### src/rtl/acc_calc_pkg.sv
// Shared types for the acc_calc packet arbiter: requester ID, arbiter state
// encoding and the requester count.
package acc_calc_pkg;

    localparam int unsigned NUM_REQ = 2;

    typedef logic req_id_t;

    typedef enum logic [1:0] {
        IDLE   = 2'd0,
        GRANT0 = 2'd1,
        GRANT1 = 2'd2
    } arb_state_e;

endpackage

### src/rtl/acc_calc_order_fifo.sv
// Order FIFO: remembers which requester owns each packet granted to the core,
// so result packets can be routed back in issue order.
// Ports:
//   clk, rst_n    - clock, async active-low reset
//   push_i        - write push_id_i (ignored when full)
//   push_id_i     - requester ID of the packet just granted
//   pop_i         - retire the head entry (ignored when empty)
//   full_o        - no free entry
//   empty_o       - no pending entry
//   head_o        - requester ID of the oldest pending packet
module acc_calc_order_fifo
    import acc_calc_pkg::*;
#(
    parameter int unsigned DEPTH = 4
) (
    input  logic    clk,
    input  logic    rst_n,
    input  logic    push_i,
    input  req_id_t push_id_i,
    input  logic    pop_i,
    output logic    full_o,
    output logic    empty_o,
    output req_id_t head_o
);

    localparam int unsigned AW = $clog2(DEPTH);
    localparam int unsigned PW = AW + 1;

    logic [PW-1:0] wr_ptr_q, wr_ptr_d;
    logic [PW-1:0] rd_ptr_q, rd_ptr_d;
    req_id_t       mem_q [DEPTH];
    logic          do_push;
    logic          do_pop;

    // Extra pointer MSB separates full (wrapped once) from empty.
    assign empty_o = (wr_ptr_q == rd_ptr_q);
    assign full_o  = (wr_ptr_q[AW] != rd_ptr_q[AW]) &&
                     (wr_ptr_q[AW-1:0] == rd_ptr_q[AW-1:0]);
    assign head_o  = mem_q[rd_ptr_q[AW-1:0]];

    assign do_push = push_i && !full_o;
    assign do_pop  = pop_i && !empty_o;

    always_comb begin
        wr_ptr_d = wr_ptr_q;
        rd_ptr_d = rd_ptr_q;
        if (do_push) begin
            wr_ptr_d = wr_ptr_q + PW'(1);
        end
        if (do_pop) begin
            rd_ptr_d = rd_ptr_q + PW'(1);
        end
    end

    always_ff @(posedge clk or negedge rst_n) begin
        if (!rst_n) begin
            wr_ptr_q <= '0;
            rd_ptr_q <= '0;
        end else begin
            wr_ptr_q <= wr_ptr_d;
            rd_ptr_q <= rd_ptr_d;
        end
    end

    // Storage needs no reset: an entry is only read after it has been written.
    always_ff @(posedge clk) begin
        if (do_push) begin
            mem_q[wr_ptr_q[AW-1:0]] <= push_id_i;
        end
    end

endmodule

### src/rtl/acc_calc_arb.sv
// Packet-level round-robin arbiter sharing one accumulator core between two
// AXI-Stream requesters, with in-order routing of core results back to the
// requester that issued each input packet.
// Ports:
//   aclk, aresetn          - clock, async active-low reset
//   s0_axis_*, s1_axis_*   - requester input packets
//   m_acc_*                - granted packet stream to the core
//   s_acc_*                - result stream from the core
//   m0_axis_*, m1_axis_*   - results back to requester 0 / 1
module acc_calc_arb
    import acc_calc_pkg::*;
#(
    parameter int unsigned DATA_WIDTH  = 32,
    parameter int unsigned ORDER_DEPTH = 4
) (
    input  logic                  aclk,
    input  logic                  aresetn,

    input  logic [DATA_WIDTH-1:0] s0_axis_tdata,
    input  logic                  s0_axis_tvalid,
    input  logic                  s0_axis_tlast,
    output logic                  s0_axis_tready,

    input  logic [DATA_WIDTH-1:0] s1_axis_tdata,
    input  logic                  s1_axis_tvalid,
    input  logic                  s1_axis_tlast,
    output logic                  s1_axis_tready,

    output logic [DATA_WIDTH-1:0] m_acc_tdata,
    output logic                  m_acc_tvalid,
    output logic                  m_acc_tlast,
    input  logic                  m_acc_tready,

    input  logic [DATA_WIDTH-1:0] s_acc_tdata,
    input  logic                  s_acc_tvalid,
    input  logic                  s_acc_tlast,
    output logic                  s_acc_tready,

    output logic [DATA_WIDTH-1:0] m0_axis_tdata,
    output logic                  m0_axis_tvalid,
    output logic                  m0_axis_tlast,
    input  logic                  m0_axis_tready,

    output logic [DATA_WIDTH-1:0] m1_axis_tdata,
    output logic                  m1_axis_tvalid,
    output logic                  m1_axis_tlast,
    input  logic                  m1_axis_tready
);

    arb_state_e state_q, state_d;
    req_id_t    last_q, last_d;
    logic       push;
    req_id_t    push_id;
    logic       pop;
    logic       fifo_full;
    logic       fifo_empty;
    req_id_t    head_id;

    // Order FIFO: ID pushed at grant time, popped on each result tlast.
    acc_calc_order_fifo #(
        .DEPTH (ORDER_DEPTH)
    ) u_order_fifo (
        .clk       (aclk),
        .rst_n     (aresetn),
        .push_i    (push),
        .push_id_i (push_id),
        .pop_i     (pop),
        .full_o    (fifo_full),
        .empty_o   (fifo_empty),
        .head_o    (head_id)
    );

    // Request FSM and request mux.
    always_comb begin
        state_d        = state_q;
        last_d         = last_q;
        push           = 1'b0;
        push_id        = 1'b0;
        m_acc_tdata    = '0;
        m_acc_tvalid   = 1'b0;
        m_acc_tlast    = 1'b0;
        s0_axis_tready = 1'b0;
        s1_axis_tready = 1'b0;
        case (state_q)
            IDLE: begin
                // Full is sampled before any same-cycle pop, so a full FIFO never grants.
                if (!fifo_full) begin
                    if (s0_axis_tvalid && (!s1_axis_tvalid || last_q == 1'b1)) begin
                        state_d = GRANT0;
                        push    = 1'b1;
                        push_id = 1'b0;
                        last_d  = 1'b0;
                    end else if (s1_axis_tvalid) begin
                        state_d = GRANT1;
                        push    = 1'b1;
                        push_id = 1'b1;
                        last_d  = 1'b1;
                    end
                end
            end
            GRANT0: begin
                m_acc_tdata    = s0_axis_tdata;
                m_acc_tvalid   = s0_axis_tvalid;
                m_acc_tlast    = s0_axis_tlast;
                s0_axis_tready = m_acc_tready;
                if (s0_axis_tvalid && m_acc_tready && s0_axis_tlast) begin
                    state_d = IDLE;
                end
            end
            GRANT1: begin
                m_acc_tdata    = s1_axis_tdata;
                m_acc_tvalid   = s1_axis_tvalid;
                m_acc_tlast    = s1_axis_tlast;
                s1_axis_tready = m_acc_tready;
                if (s1_axis_tvalid && m_acc_tready && s1_axis_tlast) begin
                    state_d = IDLE;
                end
            end
            default: begin
                state_d = IDLE;
            end
        endcase
    end

    // Response demux: steer core results to the requester at the FIFO head.
    always_comb begin
        m0_axis_tdata  = s_acc_tdata;
        m1_axis_tdata  = s_acc_tdata;
        m0_axis_tlast  = s_acc_tlast;
        m1_axis_tlast  = s_acc_tlast;
        m0_axis_tvalid = 1'b0;
        m1_axis_tvalid = 1'b0;
        s_acc_tready   = 1'b0;
        if (!fifo_empty) begin
            if (head_id == 1'b0) begin
                m0_axis_tvalid = s_acc_tvalid;
                s_acc_tready   = m0_axis_tready;
            end else begin
                m1_axis_tvalid = s_acc_tvalid;
                s_acc_tready   = m1_axis_tready;
            end
        end
    end

    assign pop = s_acc_tvalid && s_acc_tready && s_acc_tlast;

    // Reset leaves last_q = 1 so requester 0 wins the first tie.
    always_ff @(posedge aclk or negedge aresetn) begin
        if (!aresetn) begin
            state_q <= IDLE;
            last_q  <= 1'b1;
        end else begin
            state_q <= state_d;
            last_q  <= last_d;
        end
    end

endmodule
### config.mk
export PLATFORM = sky130hd
export DESIGN_NAME = acc_calc_arb
export DESIGN_NICKNAME = d
export VERILOG_FILES = /design/src/rtl/acc_calc_pkg.sv /design/src/rtl/acc_calc_order_fifo.sv /design/src/rtl/acc_calc_arb.sv
export SDC_FILE = /design/constraint.sdc
export NUM_CORES = 1
export LEC_CHECK = 0
export ABC_AREA = 1
export CORE_AREA = 2 2 83 85
export CTS_CLUSTER_DIAMETER = 30
export DETAILED_ROUTE_END_ITERATION = 6
export DIE_AREA = 0 0 85 87
export PLACE_DENSITY = 0.89
export SLEW_MARGIN = 15
export SYNTH_ARGS = -nofsm -noshare
export SYNTH_HDL_FRONTEND = slang
export SYNTH_SLANG_ARGS = --single-unit
### constraint.sdc
create_clock -name aclk -period 3.3 [get_ports aclk]
set_input_delay 0.495 -clock aclk [delete_from_list [all_inputs] [get_ports aclk]]
set_output_delay 0.495 -clock aclk [all_outputs]
set_load 0.005 [all_outputs]
==> impl_metrics.yaml <==
outcome:
  status: "complete, no violations"
sta:
  final.setup.worst_slack_ns: 0.724
  min_period_ns: 2.58
  whs_ns: 0.497
  slew_violations: 0
  worstMarginPinSlew_ns: 0.436
  fin_setup_tns_ns: 0
  slew_headroom: 0.708
  clock.fmax_ghz: 0.388
  skew_ns: 0.00429
  finalSetupViolations: 0
  fin_crit_sh: 0.781
  rsz0062_at_grt: "no"
  finalHoldViolCount: 0
worst_setup_path:
  end_kind: "output port"
  crit_path_max_fanout: 36
  crit_required_ns: 2.80
  r2r_setup_slack_ns: 1.80
  crit_type: "reg -> out"
  arrival_ns: 2.08
  startpoint_type: "register"
  r2r_cells: 4
  r2r_start: "state_q[0]"
  worst_r2r_endpoint: "u_order_fifo.mem_q[2]"
finish:
  diodes: 0
  layout-drive-gt1-share: 0.0599
  final_area_mm2: 0.00264
  num-nets-final: 450
  syn2layout_area_growth_pct: 40.6
yosys:
  yosys.area_share.xor_xnor: 0.0234
  synth_top_family_by_area: "buffers and inverters"
  async_reset_ff_frac: 0.692
  ys.flop_type: "dfrtp_1"
  synth.area.mux_share: 0
  netlist_top_cells_area: "buf_4, nand2_1, dfrtp_1"
  synth_cell_type_count: 23
  yosysMostFrequentCell: "nand2_1"
  seq_area_frac_synth: 0.185
  synth_top_cell_area_share: 0.264
  synth-simple-area-share: 0.288
  synth_edf_count: 4
  ys_ff_latch: 13
  ys_top_cells_by_count: "nand2_1, buf_4, a21oi_1"
  avgSynthCellArea_um2: 6.46
  synth_area_leader_cell: "buf_4"
  synthAdderAreaFrac: 0.0534
  ys_warn_count: 0
  synth_compound_area_frac: 0.110
  synth_cells: 290
  syn_area_mm2: 0.00187
  syn-num-nets: 405
clock_tree:
  ctsResizeCount: 0
  cts-root-buf: "clkbuf_8"
  cts-htree-levels: 1
  cts_tree: "yes"
  clockBufferDepth: 2
  cts_inserted_buffers: 3
  post-cts-setup-buffers: 0
  clk_transition_reported_paths_ns: 0.06
  clk_latency_ns: 0.24
  ctsHoldBuffers: 0
  cts_sinks: 13
flow_run:
  drv_cap: 0
pwr:
  p_leak_nw: 1.06
  peakVddDrop_v: 0.000325
  switchingPower_mw: 0.769
  p_comb_frac: 0.727
  sw_frac_of_total: 0.459
  power_density_mw_per_mm2: 636
  p_int_mw: 0.906
  power_frac_seq: 0.189
  p_clk_frac: 0.084
detailed_routing:
  drt-initial-drc-count: 40
  routed_wl_um: 6350
  routedWlPerCell_um: 15.3
  viasPerCell: 4.43
  vias: 1836
  ant_nets: 0
  drtPass1Iterations: 4
  remaining_drc_errors: 0
floorplan:
  rows: 30
  num_io_pins: 212
  die_h_um: 87
  start_util: 0.285
  dieArea_mm2: 0.00740
  fp.coreArea_mm2: 0.00657
  die_w_um: 85
min_path:
  hold_end: "last_q"
  min_path_cells: 2
  min_from: "last_q"
  hold_path.class: "reg -> reg"
global_routing:
  grt_usage: 0.168
  grt_pass1_wl_um: 9660
  antenna_found_initial: 0
  grt_pass1_vias: 1771
  grt_max_degree: 37
  grt_overflow: 0
placement:
  port_buffers: 115
  dp_slack_ns: 1.01
  dp_hpwl_um: 5310
  gp_congestion: 0.780
  dpl-instance-area_mm2: 0.00259
-- logic make-up (layout without fill, tap and decap cells) --
family,Yosys count,after routing
AND/OR/NAND/NOR,126,126
buffers and inverters,99,143
AO/OA/AOI/OAI,39,39
flip-flops,13,13
adder cells (fa/ha/maj),8,8
XOR/XNOR,5,5
-- critical path: stages, from the launching register on --
cell and delay [ns]:
dfrtp_1 0.40, inv_1 0.09, ha_1 0.14, buf_4 0.33, nand2_1 0.10, a21oi_1 0.23
clkdlybuf4s50_1 0.54
-- sequential cells by signal, summed over array words and instances, names as in the netlist --
signal / flops
u_order_fifo.wr_ptr_q: 3
last_q: 1
state_q: 2
u_order_fifo.rd_ptr_q: 3
u_order_fifo.mem_q: 4
-- cell usage in the layout, fill, tap and decap left out --
master           Yosys  layout
nor2_2               1       1
dfrtp_1              8       8
dfstp_2              1       1
edfxtp_1             4       4
xnor2_1              3       3
nor3_1               1       1
clkdlybuf4s50_1      0     115
buf_4               66       3
ha_1                 8       8
nand3b_1             1       1
nand3_1              6       6
nand3_2              4       4
nand4_1              6       6
nand2_2              5       5
inv_1               20      20
nand2_1             92      92
clkbuf_8             0       3
nor2_1              10      10
clkbuf_1             3       1
clkinv_1             1       1
o21ai_2              3       3
xor2_1               2       2
a21oi_1             36      36
-- how the worst max path moves through the flow --
stage | from | endpoint | slack [ns] | cells after the start
floorplan | state_q[0] | m_acc_tdata[10] | 1.64 | 5
global placement | s0_axis_tdata[5] | m_acc_tdata[5] | 1.06 | 4
detailed placement | state_q[1] | m_acc_tdata[5] | 1.01 | 6
CTS | state_q[1] | m_acc_tdata[5] | 0.73 | 6
global route | state_q[1] | m_acc_tdata[17] | 0.58 | 6
finish | state_q[1] | m_acc_tdata[5] | 0.72 | 6
-- power by group through the flow --
| stage | Combinational [mW] | Clock, mW | Sequential, mW |
|---|---|---|---|
| floorplan | 0.793 | 0 | 0.300 |
| detailed placement | 1.22 | 0 | 0.318 |
| CTS | 1.22 | 0.146 | 0.316 |
| global route | 1.37 | 0.152 | 0.330 |
| global placement | 1.18 | 0 | 0.311 |
| finish | 1.22 | 0.141 | 0.317 |
-- metal layers --
metal,part of all wire,vias to the layer above,track usage
met4,0.025,0,0.0592
met2,0.45,88,0.268
met5,0,-,0
met3,0.19,24,0.140
met1,0.33,791,0.161
li1,-,933,-
-- metrics by stage --
step                power [mW]  utilization  instances
floorplan                 1.09            -        290
global placement          1.49        0.394        410
detailed placement        1.54        0.394        410
CTS                       1.69        0.401        414
global route              1.85        0.401        414
finish                    1.68        0.401        414
-- area by class of cell --
type,instances,area (µm²)
Timing Repair Buffer,118,1170
Multi-Input combinational cell,178,891
Inverter,21,78.8
Sequential cell,13,347
Tap cell,80,100
Fill cell,651,3930
Clock buffer,4,45.0
Power figures use the tool's default switching activity.
